## src/rtl/sample_uart_tx_if.sv

```systemverilog
// Sample stream into the UART serialiser plus its line/status outputs.
interface sample_uart_tx_if #(
    parameter int unsigned DATA_IN_LEN = 10,
    parameter int unsigned FIFO_DEPTH  = 4
);
    localparam int unsigned LVL_W = $clog2(FIFO_DEPTH + 1);

    logic [DATA_IN_LEN-1:0] data_in;
    logic                   strobe_in;
    logic                   tx_o;
    logic                   busy_o;
    logic                   overflow_o;
    logic [LVL_W-1:0]       fifo_level_o;

    modport master (
        output data_in, strobe_in,
        input  tx_o, busy_o, overflow_o, fifo_level_o
    );

    modport slave (
        input  data_in, strobe_in,
        output tx_o, busy_o, overflow_o, fifo_level_o
    );
endinterface

```

## src/rtl/sample_uart_tx.sv

```systemverilog
// Buffers filter samples in a FIFO and sends each as two 8N1 bytes (sync bit in byte A).
// SAMPLE_UART_PARITY_EN adds an even-parity bit after the data bits of every byte.
module sample_uart_tx #(
    parameter int unsigned DATA_IN_LEN  = 10,
    parameter int unsigned CLKS_PER_BIT = 104,
    parameter int unsigned FIFO_DEPTH   = 4
) (
    input  logic             clk,
    input  logic             reset,
    sample_uart_tx_if.slave  io_bus
);
    localparam int unsigned LVL_W  = $clog2(FIFO_DEPTH + 1);
    localparam int unsigned PTR_W  = $clog2(FIFO_DEPTH);
    localparam int unsigned BAUD_W = $clog2(CLKS_PER_BIT);
    localparam int unsigned EXT_W  = 14;

    typedef enum logic [2:0] {
        S_IDLE   = 3'd0,
        S_START  = 3'd1,
        S_DATA   = 3'd2,
`ifdef SAMPLE_UART_PARITY_EN
        S_PARITY = 3'd4,
`endif
        S_STOP   = 3'd3
    } state_t;

    state_t                 r_state, w_state_nxt;
    logic [BAUD_W-1:0]      r_baud, w_baud_nxt;
    logic [2:0]             r_bit_idx, w_bit_idx_nxt;
    logic                   r_byte_b, w_byte_b_nxt;
    logic [DATA_IN_LEN-1:0] r_sample;
    logic                   r_tx, w_tx_nxt;
    logic                   r_busy, w_busy_nxt;
    logic                   r_overflow;

    logic [DATA_IN_LEN-1:0] r_mem [FIFO_DEPTH];
    logic [PTR_W-1:0]       r_wr_ptr, r_rd_ptr;
    logic [LVL_W-1:0]       r_level, w_level_nxt;
    logic                   w_pop, w_push, w_full, w_drop, w_bit_end;
    logic [EXT_W-1:0]       w_ext;
    logic [7:0]             w_byte_nxt;

    // A full FIFO still accepts a strobe when the FSM pops in the same cycle.
    assign w_full    = (r_level == LVL_W'(FIFO_DEPTH));
    assign w_push    = io_bus.strobe_in & (~w_full | w_pop);
    assign w_drop    = io_bus.strobe_in & w_full & ~w_pop;
    assign w_bit_end = (r_baud == BAUD_W'(CLKS_PER_BIT - 1));

    always_comb begin
        w_level_nxt = r_level;
        if (w_push && !w_pop)
            w_level_nxt = r_level + LVL_W'(1);
        else if (!w_push && w_pop)
            w_level_nxt = r_level - LVL_W'(1);
    end

    always_ff @(posedge clk) begin
        if (w_push)
            r_mem[r_wr_ptr] <= io_bus.data_in;
    end

    always_ff @(posedge clk) begin
        if (reset) begin
            r_wr_ptr   <= '0;
            r_rd_ptr   <= '0;
            r_level    <= '0;
            r_overflow <= 1'b0;
        end else begin
            if (w_push)
                r_wr_ptr <= r_wr_ptr + PTR_W'(1);
            if (w_pop)
                r_rd_ptr <= r_rd_ptr + PTR_W'(1);
            r_level <= w_level_nxt;
            if (w_drop)
                r_overflow <= 1'b1;
        end
    end

    // FSM state register, including the baud/bit/byte sub-state.
    always_ff @(posedge clk) begin
        if (reset) begin
            r_state   <= S_IDLE;
            r_baud    <= '0;
            r_bit_idx <= '0;
            r_byte_b  <= 1'b0;
            r_sample  <= '0;
        end else begin
            r_state   <= w_state_nxt;
            r_baud    <= w_baud_nxt;
            r_bit_idx <= w_bit_idx_nxt;
            r_byte_b  <= w_byte_b_nxt;
            if (w_pop)
                r_sample <= r_mem[r_rd_ptr];
        end
    end

    always_comb begin
        w_state_nxt   = r_state;
        w_baud_nxt    = r_baud + BAUD_W'(1);
        w_bit_idx_nxt = r_bit_idx;
        w_byte_b_nxt  = r_byte_b;
        w_pop         = 1'b0;
        case (r_state)
            S_IDLE: begin
                w_baud_nxt = '0;
                if (r_level != '0) begin
                    w_state_nxt  = S_START;
                    w_byte_b_nxt = 1'b0;
                    w_pop        = 1'b1;
                end
            end
            S_START: begin
                if (w_bit_end) begin
                    w_state_nxt   = S_DATA;
                    w_baud_nxt    = '0;
                    w_bit_idx_nxt = '0;
                end
            end
            S_DATA: begin
                if (w_bit_end) begin
                    w_baud_nxt = '0;
                    if (r_bit_idx == 3'd7) begin
`ifdef SAMPLE_UART_PARITY_EN
                        w_state_nxt = S_PARITY;
`else
                        w_state_nxt = S_STOP;
`endif
                    end else begin
                        w_bit_idx_nxt = r_bit_idx + 3'd1;
                    end
                end
            end
`ifdef SAMPLE_UART_PARITY_EN
            S_PARITY: begin
                if (w_bit_end) begin
                    w_state_nxt = S_STOP;
                    w_baud_nxt  = '0;
                end
            end
`endif
            S_STOP: begin
                if (w_bit_end) begin
                    w_baud_nxt = '0;
                    if (!r_byte_b) begin
                        w_state_nxt  = S_START;
                        w_byte_b_nxt = 1'b1;
                    end else if (r_level != '0) begin
                        w_state_nxt  = S_START;
                        w_byte_b_nxt = 1'b0;
                        w_pop        = 1'b1;
                    end else begin
                        w_state_nxt = S_IDLE;
                    end
                end
            end
            default: begin
                w_state_nxt = S_IDLE;
                w_baud_nxt  = '0;
            end
        endcase
    end

    // Line level is computed for the state being entered, so tx_o registers cleanly.
    assign w_ext      = EXT_W'(r_sample);
    assign w_byte_nxt = w_byte_b_nxt ? {1'b0, w_ext[6:0]} : {1'b1, w_ext[13:7]};

    always_comb begin
        w_tx_nxt   = 1'b1;
        w_busy_nxt = (w_state_nxt != S_IDLE) | (w_level_nxt != '0);
        case (w_state_nxt)
            S_START:  w_tx_nxt = 1'b0;
            S_DATA:   w_tx_nxt = w_byte_nxt[w_bit_idx_nxt];
`ifdef SAMPLE_UART_PARITY_EN
            S_PARITY: w_tx_nxt = ^w_byte_nxt;
`endif
            default:  w_tx_nxt = 1'b1;
        endcase
    end

    always_ff @(posedge clk) begin
        if (reset) begin
            r_tx   <= 1'b1;
            r_busy <= 1'b0;
        end else begin
            r_tx   <= w_tx_nxt;
            r_busy <= w_busy_nxt;
        end
    end

    assign io_bus.tx_o         = r_tx;
    assign io_bus.busy_o       = r_busy;
    assign io_bus.overflow_o   = r_overflow;
    assign io_bus.fifo_level_o = r_level;
endmodule

```

## src/flat_wrapper.sv

```systemverilog
// flat-port wrapper written by rule: the top's interface ports become plain ports
module sample_uart_tx_flat 
#(
    parameter int unsigned DATA_IN_LEN  = 10,
    parameter int unsigned CLKS_PER_BIT = 104,
    parameter int unsigned FIFO_DEPTH   = 4
)
  (clk, reset, io_bus_data_in, io_bus_strobe_in, io_bus_tx_o, io_bus_busy_o, io_bus_overflow_o, io_bus_fifo_level_o);
  sample_uart_tx_if #(.DATA_IN_LEN(DATA_IN_LEN), .FIFO_DEPTH(FIFO_DEPTH)) io_bus_i ();
  input  logic clk;
  input  logic reset;
  input wire logic [$bits(io_bus_i.data_in)-1:0] io_bus_data_in;
  input wire logic [$bits(io_bus_i.strobe_in)-1:0] io_bus_strobe_in;
  output wire logic [$bits(io_bus_i.tx_o)-1:0] io_bus_tx_o;
  output wire logic [$bits(io_bus_i.busy_o)-1:0] io_bus_busy_o;
  output wire logic [$bits(io_bus_i.overflow_o)-1:0] io_bus_overflow_o;
  output wire logic [$bits(io_bus_i.fifo_level_o)-1:0] io_bus_fifo_level_o;
  assign io_bus_i.data_in = io_bus_data_in;
  assign io_bus_i.strobe_in = io_bus_strobe_in;
  assign io_bus_tx_o = io_bus_i.tx_o;
  assign io_bus_busy_o = io_bus_i.busy_o;
  assign io_bus_overflow_o = io_bus_i.overflow_o;
  assign io_bus_fifo_level_o = io_bus_i.fifo_level_o;
  sample_uart_tx #(.DATA_IN_LEN(DATA_IN_LEN), .CLKS_PER_BIT(CLKS_PER_BIT), .FIFO_DEPTH(FIFO_DEPTH)) u_core (.clk(clk), .reset(reset), .io_bus(io_bus_i));
endmodule
```

## config.mk

```make
export PLATFORM = sky130hd
export DESIGN_NAME = sample_uart_tx_flat
export DESIGN_NICKNAME = d
export VERILOG_FILES = /design/src/rtl/sample_uart_tx_if.sv /design/src/rtl/sample_uart_tx.sv /design/src/flat_wrapper.sv
export SDC_FILE = /design/constraint.sdc
export NUM_CORES = 1
export LEC_CHECK = 0
export CAP_MARGIN = 0
export CORE_MARGIN = 2
export CORE_UTILIZATION = 53
export CTS_CLUSTER_SIZE = 16
export DETAILED_ROUTE_END_ITERATION = 12
export PLACE_DENSITY = 0.75
export SETUP_SLACK_MARGIN = 0.1
export SLEW_MARGIN = 5
export SYNTH_ARGS = -nofsm -noshare
export SYNTH_HDL_FRONTEND = slang
export SYNTH_SLANG_ARGS = --single-unit
export TNS_END_PERCENT = 5
```

## constraint.sdc

```tcl
create_clock -name clk -period 2.4 [get_ports clk]
set_input_delay 0.24 -clock clk [delete_from_list [all_inputs] [get_ports clk]]
set_output_delay 0.24 -clock clk [all_outputs]
set_load 0.02 [all_outputs]
```

==> impl_metrics.ini <==
[die]
start_util_pct = 55.5
die_w_um = 83.4
rows = 28
io_pins = 19
core_area_mm2 = 0.00603
die_area_mm2 = 0.00696
die_height_um = 83.4

[setup_path]
crit_cells = 6
timing.rr.start = u_core.r_baud[4]
end_kind = register
startpoint_type = register
r2r_end = u_core.io_bus.tx_o
cp_data_required_time_ps = 2660
max_stage_delay_ps = 530
crit_family = simple AND/OR/NAND/NOR gates
slowest_stage = or4b_4
crit_fanout = 7
worst-path-buf-inv = 0
path_cells = or4b_4, or4_4, and3_4, or2_0, o221a_1, a211oi_2
r2r_slack_ps = 150
worstRegToRegCells = 6
critPathKind = register to register
crit_arrival_ps = 2510

[cts]
cts_buffers = 9
path_clk_slew_ps = 70
cts.sinks = 74
cts_tree = built
clk_latency_ps = 350
root_buffer = clkbuf_8
clockBufferDepth = 2
htree_levels = 3

[synth]
synth_cell_type_count = 57
postSynthCellCount = 285
yosys_register_bits = 74
synth_warnings = 0
synth_compound_area_share_pct = 9.09
synth_area_mm2 = 0.00334
synth_async_sr_flop_share_pct = 0
synth_top_area_share_pct = 35.9
synth_ff_type = edfxtp_1
syn-num-nets = 307
yosysMostFrequentCell = edfxtp_1
synth-xor-area-share_pct = 2.62
synthTopCellsByCount = edfxtp_1 (40), dfxtp_1 (34), nand2_1 (30)
yosys.area_share.adder_pct = 3.37
synth-simple-area-share_pct = 16.1
avgSynthCellArea_um2 = 11.7
synth_edf_count = 40
synth_top_cell_by_area = edfxtp_1
synth.area.top_cells = edfxtp_1 (36%), dfxtp_1 (20%), mux4_2 (6.7%)
synth_mux_area_share_pct = 8.87
yosysSeqAreaShare_pct = 56.3
synth_top_family_by_area = simple AND/OR/NAND/NOR gates

[timing]
tns_ps = 0
rsz0062_at_grt = yes
slew_headroom_pct = 63.3
timing.fmax_ghz = 0.444
fin_skew_ps = 12.3
min_period_over_period_pct = 93.8
setup_viol = 0
finalCriticalPeriod_ps = 2250
hold_viol = 0
layout_setup_ws_ps = 149
worst_slew_pin_slew_ps = 550
drv_slew = 0

[global_route]
grt_max_degree = 25
grt_pass1_vias = 2201
track_usage_pct = 18.3
grt_overflow = 0
grt_pass1_wl_um = 10100
antenna_found_initial = 0

[final_layout]
drive_gt1_share_pct = 20.1
areaGrowthSynthToFinish_pct = 16.0
num_antenna_cells = 0
nFillCells = 467
postLayoutCoreUtil_pct = 64.3
fin_nets = 335

[placement]
gp_congestion = 0.798
port_buffers = 18
place_hpwl_um = 4180
place_ws_ps = 62.1

[run_status]
status = completed

[min_path]
hold_class = register to register
whs_path_depth = 1
holdPathEnd = u_core.r_baud[0]
min_from = u_core.r_baud[0]

[power_and_ir_drop]
combPwrFrac_pct = 24.4
sequentialPowerShare_pct = 49.5
irDropWorstVdd_mv = 0.569
intPower_mw = 2.23
clkPwrFrac_pct = 26.1
powerDensity_mw_per_mm2 = 817
power.leakage_nw = 1.37
p_sw_share_pct = 29.5
switchingPower_mw = 0.934

[routing]
firstDrtPassIters = 4
ant_nets = 0
drtIter0Drc = 119
wl_per_cell_um = 15.4
vias = 2194
drc = 0
vias_per_cell = 5.58
routed_wl_um = 6050

[job]
maxCapViolCount = 0
-- cell families after synthesis --
logic type,Yosys count
DFF,74
muxes,17
AOI/OAI and AO/OA,43
buffers and inverters,26
and+or+nand+nor,105
xor gates and xnor gates,10
adders and majority gates,9
other,1
-- routing by layer --
layer	global-route usage (%)	wire (µm)	vias to the layer above
li1	-	-	1092
met1	22.9	2760	1059
met2	29.9	2980	33
met3	5.77	211	10
met4	7.04	102	0
met5	0	0	-
-- how the worst max path moves through the flow --
| stage | from | to | slack (ps) |
|---|---|---|---|
| after CTS | u_core.r_baud[0] | u_core.io_bus.tx_o | 110 |
| after detailed placement | u_core.r_baud[0] | u_core.io_bus.tx_o | 60 |
| after floorplan | u_core.r_baud[6] | u_core.r_mem[0][0] | 80 |
| after global placement | u_core.r_baud[4] | u_core.io_bus.tx_o | 120 |
| final | u_core.r_baud[4] | u_core.io_bus.tx_o | 150 |
| after global routing | u_core.io_bus.fifo_level_o[0] | u_core.r_mem[0][8] | 20 |
-- state kept, by name, summed over array words and instances, names as in the netlist --
| signal | count |
|---|---|
| u_core.r_bit_idx | 3 |
| u_core.r_sample | 10 |
| u_core.r_mem | 40 |
| u_core.io_bus.overflow_o | 1 |
| u_core.io_bus.fifo_level_o | 3 |
| u_core.r_rd_ptr | 2 |
| u_core.r_byte_b | 1 |
| u_core.io_bus.busy_o | 1 |
| u_core.r_state | 3 |
| u_core.r_baud | 7 |
| u_core.io_bus.tx_o | 1 |
| u_core.r_wr_ptr | 2 |
-- layout by cell type, fill, tap and decap left out, drive strengths merged, types with 2 or more instances in the layout --
cell,count
nand3,11
xnor2,6
o31ai,4
nor2b,6
or4,3
nor2,25
clkinv,4
nand2b,3
clkbuf,10
and3,3
dfxtp,34
and2,5
o21ai,4
a211oi,2
ha,9
edfxtp,40
buf,15
or3,2
nand2,30
nand4,3
inv,11
o21a,2
nor3,3
a21oi,15
or2,3
clkdlybuf4s50,18
mux4,10
xor2,4
a41oi,2
mux2i,6
o211a,2
-- stage by stage --
stage | hold slack, ps | instance area [µm²] | power [mW] | cells
6_report | 453 | 3880 | 3.17 | 393
5_1_grt | 484 | 3880 | 3.35 | 393
4_1_cts | 455 | 3840 | 3.17 | 392
3_5_place_dp | 438 | 3650 | 2.35 | 376
3_3_place_gp | 431 | 3650 | 2.33 | 376
2_1_floorplan | 339 | 3360 | 2.13 | 285
-- power by group through the flow --
| stage | Sequential [mW] | Combinational (mW) | Clock, mW |
|---|---|---|---|
| after floorplan | 1.60 | 0.529 | 0 |
| after global placement | 1.58 | 0.741 | 0 |
| after detailed placement | 1.59 | 0.752 | 0 |
| after CTS | 1.57 | 0.757 | 0.850 |
| after global routing | 1.58 | 0.856 | 0.910 |
| final | 1.57 | 0.773 | 0.825 |
-- what timing repair did --
action / CTS / global route
hold buffers: 0 / 0
setup endpoints to repair: 26 / 44
gates resized for setup: 4 / 9
pin swaps: 0 / 2
setup buffers: 0 / 1
-- cell type report --
class | instances | area [µm²] | area share, %
multi-input cells | 185 | 1390 | 35.9
flip-flops and latches | 74 | 1890 | 48.6
inverters | 10 | 37.5 | 0.968
well taps | 75 | 93.8 | 2.42
clock buffers | 10 | 128 | 3.29
clock inverters | 6 | 42.5 | 1.10
repair buffers | 33 | 297 | 7.65
(Power assumes the default switching activity.)
